--- src/rtl/si_pkg.sv ---
// si_pkg: shared FSM state type and signed range helpers for the si_* blocks.
package si_pkg;
  typedef enum logic [1:0] {IDLE, CALC, DONE} state_e;
  function automatic logic [63:0] smax(input int n);
    return (64'd1 << (n - 1)) - 64'd1;
  endfunction
  // Magnitude of the most-negative value; its low n bits are also its bit pattern.
  function automatic logic [63:0] smin_mag(input int n);
    return 64'd1 << (n - 1);
  endfunction
endpackage

--- src/rtl/si_sat_trunc.sv ---
// si_sat_trunc: rescales a sign-magnitude product to N bits with saturate or wrap on overflow.
module si_sat_trunc import si_pkg::*; #(
  parameter int N = 8,
  parameter int FRAC = 0,
  parameter int SAT = 1
) (
  input  logic [2*N-1:0] mag_i,
  input  logic           neg_i,
  output logic [N-1:0]   res_o,
  output logic           ovf_o
);
  localparam int W = 2 * N;
  logic [W-1:0] m, lim, r;
  always_comb begin
    m = mag_i >> FRAC;
    lim = neg_i ? W'(smin_mag(N)) : W'(smax(N));
    r = neg_i ? -m : m;
    ovf_o = m > lim;
    res_o = (ovf_o && SAT != 0) ? (neg_i ? N'(smin_mag(N)) : N'(smax(N))) : r[N-1:0];
  end
endmodule

--- src/rtl/si_mpy_seq.sv ---
// si_mpy_seq: sequential signed fixed-point multiplier, radix-2 shift-add over N cycles.
module si_mpy_seq import si_pkg::*; #(
  parameter int N = 8,
  parameter int FRAC = 0,
  parameter int SAT = 1
) (
  input  logic         CLK,
  input  logic         RST,
  input  logic         IN_VALID,
  output logic         IN_READY,
  input  logic [N-1:0] A,
  input  logic [N-1:0] B,
  output logic         OUT_VALID,
  input  logic         OUT_READY,
  output logic [N-1:0] A_MPY_B,
  output logic         OVF
);
  localparam int CW = $clog2(N);
  state_e state_q, state_d;
  logic [CW-1:0] cnt_q, cnt_d;
  logic [N-1:0] a_q, a_d, b_q, b_d, res_q, res_d, res_w;
  logic [2*N-1:0] acc_q, acc_d;
  logic neg_q, neg_d, ovf_q, ovf_d, ovf_w, last;
  // Fed from acc_d so the final partial product lands in the result register on the same edge.
  si_sat_trunc #(.N(N), .FRAC(FRAC), .SAT(SAT)) u_sat (
    .mag_i(acc_d), .neg_i(neg_q), .res_o(res_w), .ovf_o(ovf_w)
  );
  always_comb begin
    state_d = state_q;
    cnt_d = cnt_q;
    a_d = a_q;
    b_d = b_q;
    acc_d = acc_q;
    neg_d = neg_q;
    res_d = res_q;
    ovf_d = ovf_q;
    last = cnt_q == CW'(N - 1);
    if (state_q == IDLE && IN_VALID) begin
      state_d = CALC;
      neg_d = A[N-1] ^ B[N-1];
      a_d = A[N-1] ? -A : A;
      b_d = B[N-1] ? -B : B;
      acc_d = '0;
      cnt_d = '0;
    end else if (state_q == CALC) begin
      acc_d = acc_q + (b_q[0] ? ({{N{1'b0}}, a_q} << cnt_q) : '0);
      b_d = b_q >> 1;
      cnt_d = cnt_q + 1'b1;
      state_d = last ? DONE : CALC;
      res_d = last ? res_w : res_q;
      ovf_d = last ? ovf_w : ovf_q;
    end else if (state_q == DONE && OUT_READY) begin
      state_d = IDLE;
    end
  end
  always_ff @(posedge CLK) begin
    if (RST) begin
      state_q <= IDLE;
      cnt_q <= '0;
      a_q <= '0;
      b_q <= '0;
      acc_q <= '0;
      neg_q <= 1'b0;
      res_q <= '0;
      ovf_q <= 1'b0;
    end else begin
      state_q <= state_d;
      cnt_q <= cnt_d;
      a_q <= a_d;
      b_q <= b_d;
      acc_q <= acc_d;
      neg_q <= neg_d;
      res_q <= res_d;
      ovf_q <= ovf_d;
    end
  end
  assign IN_READY = state_q == IDLE;
  assign OUT_VALID = state_q == DONE;
  assign A_MPY_B = res_q;
  assign OVF = ovf_q;
endmodule

--- config.mk ---
export PLATFORM = sky130hd
export DESIGN_NAME = si_mpy_seq
export DESIGN_NICKNAME = d
export VERILOG_FILES = /design/src/rtl/si_pkg.sv /design/src/rtl/si_sat_trunc.sv /design/src/rtl/si_mpy_seq.sv
export SDC_FILE = /design/constraint.sdc
export NUM_CORES = 1
export LEC_CHECK = 0
export BUFFER_PORTS_ARGS = -buffer_cell sky130_fd_sc_hd__buf_2
export CELL_PAD_IN_SITES_DETAIL_PLACEMENT = 0
export CELL_PAD_IN_SITES_GLOBAL_PLACEMENT = 1
export CORE_MARGIN = 1
export CORE_UTILIZATION = 50
export CTS_BUF_LIST = sky130_fd_sc_hd__clkbuf_8
export DETAILED_ROUTE_END_ITERATION = 16
export PLACE_DENSITY = 0.95
export SYNTH_ARGS = -nofsm -noshare
export SYNTH_HDL_FRONTEND = slang
export SYNTH_SLANG_ARGS = --single-unit
--- constraint.sdc ---
create_clock -name CLK -period 8.2 [get_ports CLK]
set_clock_uncertainty 0.05 [all_clocks]
set_input_delay 1.64 -clock CLK [delete_from_list [all_inputs] [get_ports CLK]]
set_output_delay 1.64 -clock CLK [all_outputs]
set_load 0.01 [all_outputs]
After elaboration in Yosys (flattened, before gate mapping)
Index checks and enable logic that the tools add are counted.

storage, ports and cells
  output and inout port bits = 11
  register bits after elaboration = 47
  input bits = 20
  word-level logic and storage cells = 44

cells by class
  reductions and logical operators = 8
  equal/unequal tests = 3
  shift operators = 1
  add/subtract/negate cells = 5
  order comparisons = 1
  multiplexer cells = 15
  bitwise gates (word level) = 2

operators with widths
  operator                                              count
  2-to-1 mux 8 bit                                      8
  2-to-1 mux 16 bit                                     3
  negation 8 bit                                        3
  adder 16 bit                                          1
  > comparator 16 x 8 -> 1 bit                          1
  << shifter 8 x 3 -> 16 bit                            1
  2-to-1 mux 2 bit                                      3
  nonzero test 2 bit                                    2
  adder 3 x 1 -> 3 bit (second input constant)          1
  equality test 3 bit (second input constant)           1
  AND reduction 3 bit                                   1
  nonzero test 3 bit                                    1
  equality test 2 x 1 -> 1 bit (second input constant)  1
  equality test 2 bit (second input constant)           1
  logical AND 1 bit                                     2
  zero test 2 bit                                       1
  OR reduction 2 bit                                    1
  2-to-1 mux 1 bit                                      1
  NOT 1 bit                                             1
  bitwise XOR 1 bit                                     1

Logic depth before layout (Yosys ltp)
  depth after elaboration = 8
  gate-level depth with buffers = 22
  depth with buffers taken out = 20

Cells and area by module
A second synthesis with hierarchy kept.

second synthesis, totals
  cell total of the unflattened synthesis = 512
  area, all modules = 3847.4 um2

modules (own cells, without submodules)
  module        area each (um2)  sequential area each (um2)  cells each  times used
  si_mpy_seq    3275.6           940.9                       439         1
  si_sat_trunc  571.8            0.0                         73          1

Worst setup path before layout
Ideal clock, no wire load.

  kind = input to register
  start point = input IN_VALID
  end point = register res_q[3], in the netlist A_MPY_B[3]
  arrival = 4.889 ns
  path buffers = 2
  stages = 14
  path slack = 3.139 ns
  required time = 8.028 ns
  library setup time = 0.122 ns
  cells stage by stage = or3b_2 -> clkbuf_1 -> and3_1 -> a21oi_1 -> inv_1 -> ha_1 -> nand4_1 -> or2_2 -> o21ai_0 -> nand4_1 -> or4_4 -> buf_6 -> or3_1 -> a221o_1

on the way
  elaborated cells on any way between the ends = 8
  classes of those cells = 1 x add/sub; 1 x order compare; 3 x mux; 1 x bitwise; 2 x reduce/logical

RTL lines
  what                          RTL line            RTL
  start, declared               si_mpy_seq.sv:9     input logic IN_VALID,
  logical AND 1 bit             si_mpy_seq.sv:38    if (state_q == IDLE && IN_VALID) begin
  2-to-1 mux 16 bit             si_mpy_seq.sv:38
  named net acc_d[7]            si_mpy_seq.sv:22    logic [2*N-1:0] acc_q, acc_d;
  > comparator 16 x 8 -> 1 bit  si_sat_trunc.sv:18  ovf_o = m > lim;
  2-to-1 mux 8 bit              si_sat_trunc.sv:19  res_o = (ovf_o && SAT != 0) ? (neg_i ? N'(smin_mag(N)) : N'(smax(N))) : r[N-1:0];
  end signal, assigned          si_mpy_seq.sv:73    res_q <= res_d;
  end, declared                 si_mpy_seq.sv:21    logic [N-1:0] a_q, a_d, b_q, b_d, res_q, res_d, res_w;

The timed path passes the listed nets, and every way through them passes these cells.
A chain may end at the register's enable or synchronous reset.

Worst setup path after layout
  start point = register cnt_q[1]
  end point = register res_q[3], in the netlist A_MPY_B[3]

on the way
  elaborated cells on any way between the ends = 11
  classes of those cells = 2 x add/sub; 1 x order compare; 1 x eq/ne; 1 x shift; 5 x mux; 1 x reduce/logical

RTL lines
  what                          RTL line            RTL
  start, declared               si_mpy_seq.sv:20    logic [CW-1:0] cnt_q, cnt_d;
  start signal, assigned        si_mpy_seq.sv:68    cnt_q <= cnt_d;
  << shifter 8 x 3 -> 16 bit    si_mpy_seq.sv:46    acc_d = acc_q + (b_q[0] ? ({{N{1'b0}}, a_q} << cnt_q) : '0);
  2-to-1 mux 16 bit             si_mpy_seq.sv:46
  adder 16 bit                  si_mpy_seq.sv:46
  2-to-1 mux 16 bit             si_mpy_seq.sv:45    end else if (state_q == CALC) begin
  2-to-1 mux 16 bit             si_mpy_seq.sv:38
  named net acc_d[5]            si_mpy_seq.sv:22
  > comparator 16 x 8 -> 1 bit  si_sat_trunc.sv:18
  2-to-1 mux 8 bit              si_sat_trunc.sv:19

The timed path passes the listed nets, and every way through them passes these cells.

==> impl_metrics.toml <==
[setup_path]
endpoint = "A_MPY_B[3]$_SDFFE_PP0P_"
r2r_slack_ps = 2650
end_kind = "flip-flop"
cp.required_ps = 8360
path_depth = 19
rr_endpoint = "A_MPY_B[3]$_SDFFE_PP0P_"
crit_start = "cnt_q[1]$_SDFFE_PP0P_"
cp-start-kind = "flip-flop"
cp.buffers_inverters = 1
path_cells = "mux2_2, mux2i_1, nor2_1, a31oi_1, nor2_1, ha_1, o211ai_2, o2111ai_1, o41ai_1, o21ai_0, inv_1, ha_1, nand4_1, or2_2, o21ai_0, nand4_1, or4_4, or3_1, a221o_1"
ff2ff_path_depth = 19
critPathKind = "flip-flop to flip-flop"
regToRegStartpoint = "cnt_q[1]$_SDFFE_PP0P_"
crit_fanout = 15
slowest_delay_ps = 710
critPathArrivalTime_ps = 5710
path_delay_family = "simple AND/OR/NAND/NOR gates"
slowest_stage = "dfxtp_1"

[yosys]
avgSynthCellArea_um2 = 7.69
postSynthCellCount = 491
ys.warnings.count = 0
synth_nets = 540
yosysSeqAreaShare_pct = 24.9
synth_top_area_share_pct = 24.9
yosys-top-cells-count = "69 x nor2_1, 47 x dfxtp_1, 45 x nand2_1, 37 x a21oi_1, 28 x ha_1"
synth.distinct_cells = 67
async_reset_ff_share_pct = 0
synthFlopType = "dfxtp_1"
yosysMostFrequentCell = "nor2_1"
ys_ff_latch = 47
synth_edf_count = 0
synth_area_mm2 = 0.00378
netlist_top_cells_area = "dfxtp_1 25%, ha_1 9.3%, nor2_1 6.9%"
synth_top_cell_by_area = "dfxtp_1"

[timing]
finalSetupTns_ps = 0
slew_violations = 0
period_minus_slack_ps = 5550
hold_viol_final = 0
rsz0062_at_grt = "no"
fin_crit_sh_pct = 67.7
worst_slew_pin_slew_ps = 967
fmax_mhz = 180
setup_viol = 0
slew_headroom_pct = 35.6

[clock_network]
cts_buffers = 5
h-tree-depth = 2
cts-resized-gates = 0
clk_path_buf_depth = 2
root_buffer = "clkbuf_8"
cts_sinks = 47
clock_latency_ps = 320
post_cts_buffers = 0
hold_buffers = 0
clk_pin_slew_ps = 100
cts_tree = "built"

[routing]
antenna_left = 0
viasPerCell = 6.09
drt-total-wl_mm = 9.55
drtIter0Drc = 330
drc = 0
first_pass_iters = 4
route.vias.total = 3679
post_drt_wl_per_cell_um = 15.8

[grt]
grt_pass1_wl_mm = 15.0
grt_util_all_layers_pct = 24.5
antenna_found_initial = 0
overflow = 0
grt_max_degree = 45
grt_pass1_vias = 3191

[cells_and_area]
syn2layout_area_growth_pct = 7.45
drive_gt1_share_pct = 12.5
final_cell_area_mm2 = 0.00406
antenna_cells = 0
finish.net_count = 553

[floorplanning]
die_h_um = 88.9
die_area_mm2 = 0.00791
design.core.area_mm2 = 0.00729
ios = 31
initial_utilization_pct = 51.8
rows = 31
die_w_um = 88.9

[placed_design]
portBuffers = 30
dp_hpwl_mm = 7.15
gp_congestion = 0.916
placed_cell_area_mm2 = 0.00396

[outcome]
status = "completed"

[hold_path]
min_path_type = "flip-flop to flip-flop"

[power_and_ir_drop]
power_density_mw_per_mm2 = 125
power_mw = 0.506
vdd.ir_drop.worst_mv = 0.120
power.leakage_nw = 1.73

[run]
drv_cap = 0
## registers in the layout (all words and copies together), names as in the netlist
name	count
cnt_q	3
acc_q	16
a_q	8
OVF	1
A_MPY_B	8
state_q	2
b_q	8
neg_q	1
## cell usage in the layout (no fill, tap or decap), types with 5 or more instances in the layout
cell type	count
o21ai_0	17
inv_1	20
a21oi_1	37
nor3_1	12
or3_1	7
nand4_1	10
ha_1	28
dfxtp_1	47
nand2_1	45
xor2_1	7
clkbuf_8	5
mux2_2	6
nand3_1	11
nand2b_1	7
xnor2_1	8
a211oi_1	13
nor2_1	68
buf_2	30
nor2b_1	10
o31ai_1	8
mux2i_1	15
## kinds of logic (layout without fill, tap and decap cells)
group / Yosys count / in the layout / synth area share (%)
buffers and inverters: 49 / 63 / 5.23
xor gates and xnor gates: 15 / 15 / 3.48
muxes: 21 / 21 / 5.76
DFF: 47 / 47 / 24.9
AOI/OAI and AO/OA: 135 / 135 / 26.1
adders and majority gates: 29 / 29 / 9.80
and+or+nand+nor: 195 / 195 / 24.7
## routing by layer
layer | track usage (%) | wire, um
met5 | 0 | 0
met4 | 8.94 | 212
met3 | 3.79 | 459
met2 | 39.8 | 4520
met1 | 33.1 | 4360
## where the power goes
| group | switching [mW] | internal (mW) | leakage [nW] |
|---|---|---|---|
| Sequential | 0.0104 | 0.236 | 0.382 |
| Clock | 0.0962 | 0.0646 | 0.0511 |
| Combinational | 0.0609 | 0.0378 | 1.29 |
## how the worst min path moves through the flow
stage | slack, ps | cells after the start | endpoint | startpoint
after floorplan | 400 | 2 | b_q[4]$_SDFFE_PP0P_ | b_q[4]$_SDFFE_PP0P_
after global placement | 410 | 2 | A_MPY_B[7]$_SDFFE_PP0P_ | A_MPY_B[7]$_SDFFE_PP0P_
after detailed placement | 420 | 2 | A_MPY_B[5]$_SDFFE_PP0P_ | A_MPY_B[5]$_SDFFE_PP0P_
after CTS | 440 | 2 | acc_q[14]$_SDFF_PP0_ | acc_q[14]$_SDFF_PP0_
after global routing | 470 | 2 | A_MPY_B[5]$_SDFFE_PP0P_ | A_MPY_B[5]$_SDFFE_PP0P_
final | 440 | 2 | A_MPY_B[5]$_SDFFE_PP0P_ | A_MPY_B[5]$_SDFFE_PP0P_
## metrics by stage
| stage | worst slack (ps) | cells | util (%) | hold slack [ps] |
|---|---|---|---|---|
| 3_5_place_dp | 2720 | 596 | 54.3 | 416 |
| 3_3_place_gp | 2940 | 596 | 54.3 | 411 |
| 5_1_grt | 2230 | 604 | 55.7 | 465 |
| 6_report | 2650 | 604 | 55.7 | 437 |
| 2_1_floorplan | 3140 | 491 | - | 401 |
| 4_1_cts | 2690 | 604 | 55.7 | 442 |
## tightest hold or removal path, stage by stage, from the launching register on
cell	delay, ps
dfxtp_1	340
nand2_1	50
o211ai_1	70
## final cells by class
type	count	area, um2
well taps	99	124
repair buffers	33	173
clock buffers	5	68.8
inverters	22	82.6
flip-flops and latches	47	941
multi-input cells	395	2640
fillers	742	3230
clock inverters	3	28.8
No activity file was read; power rests on OpenSTA's default activity.
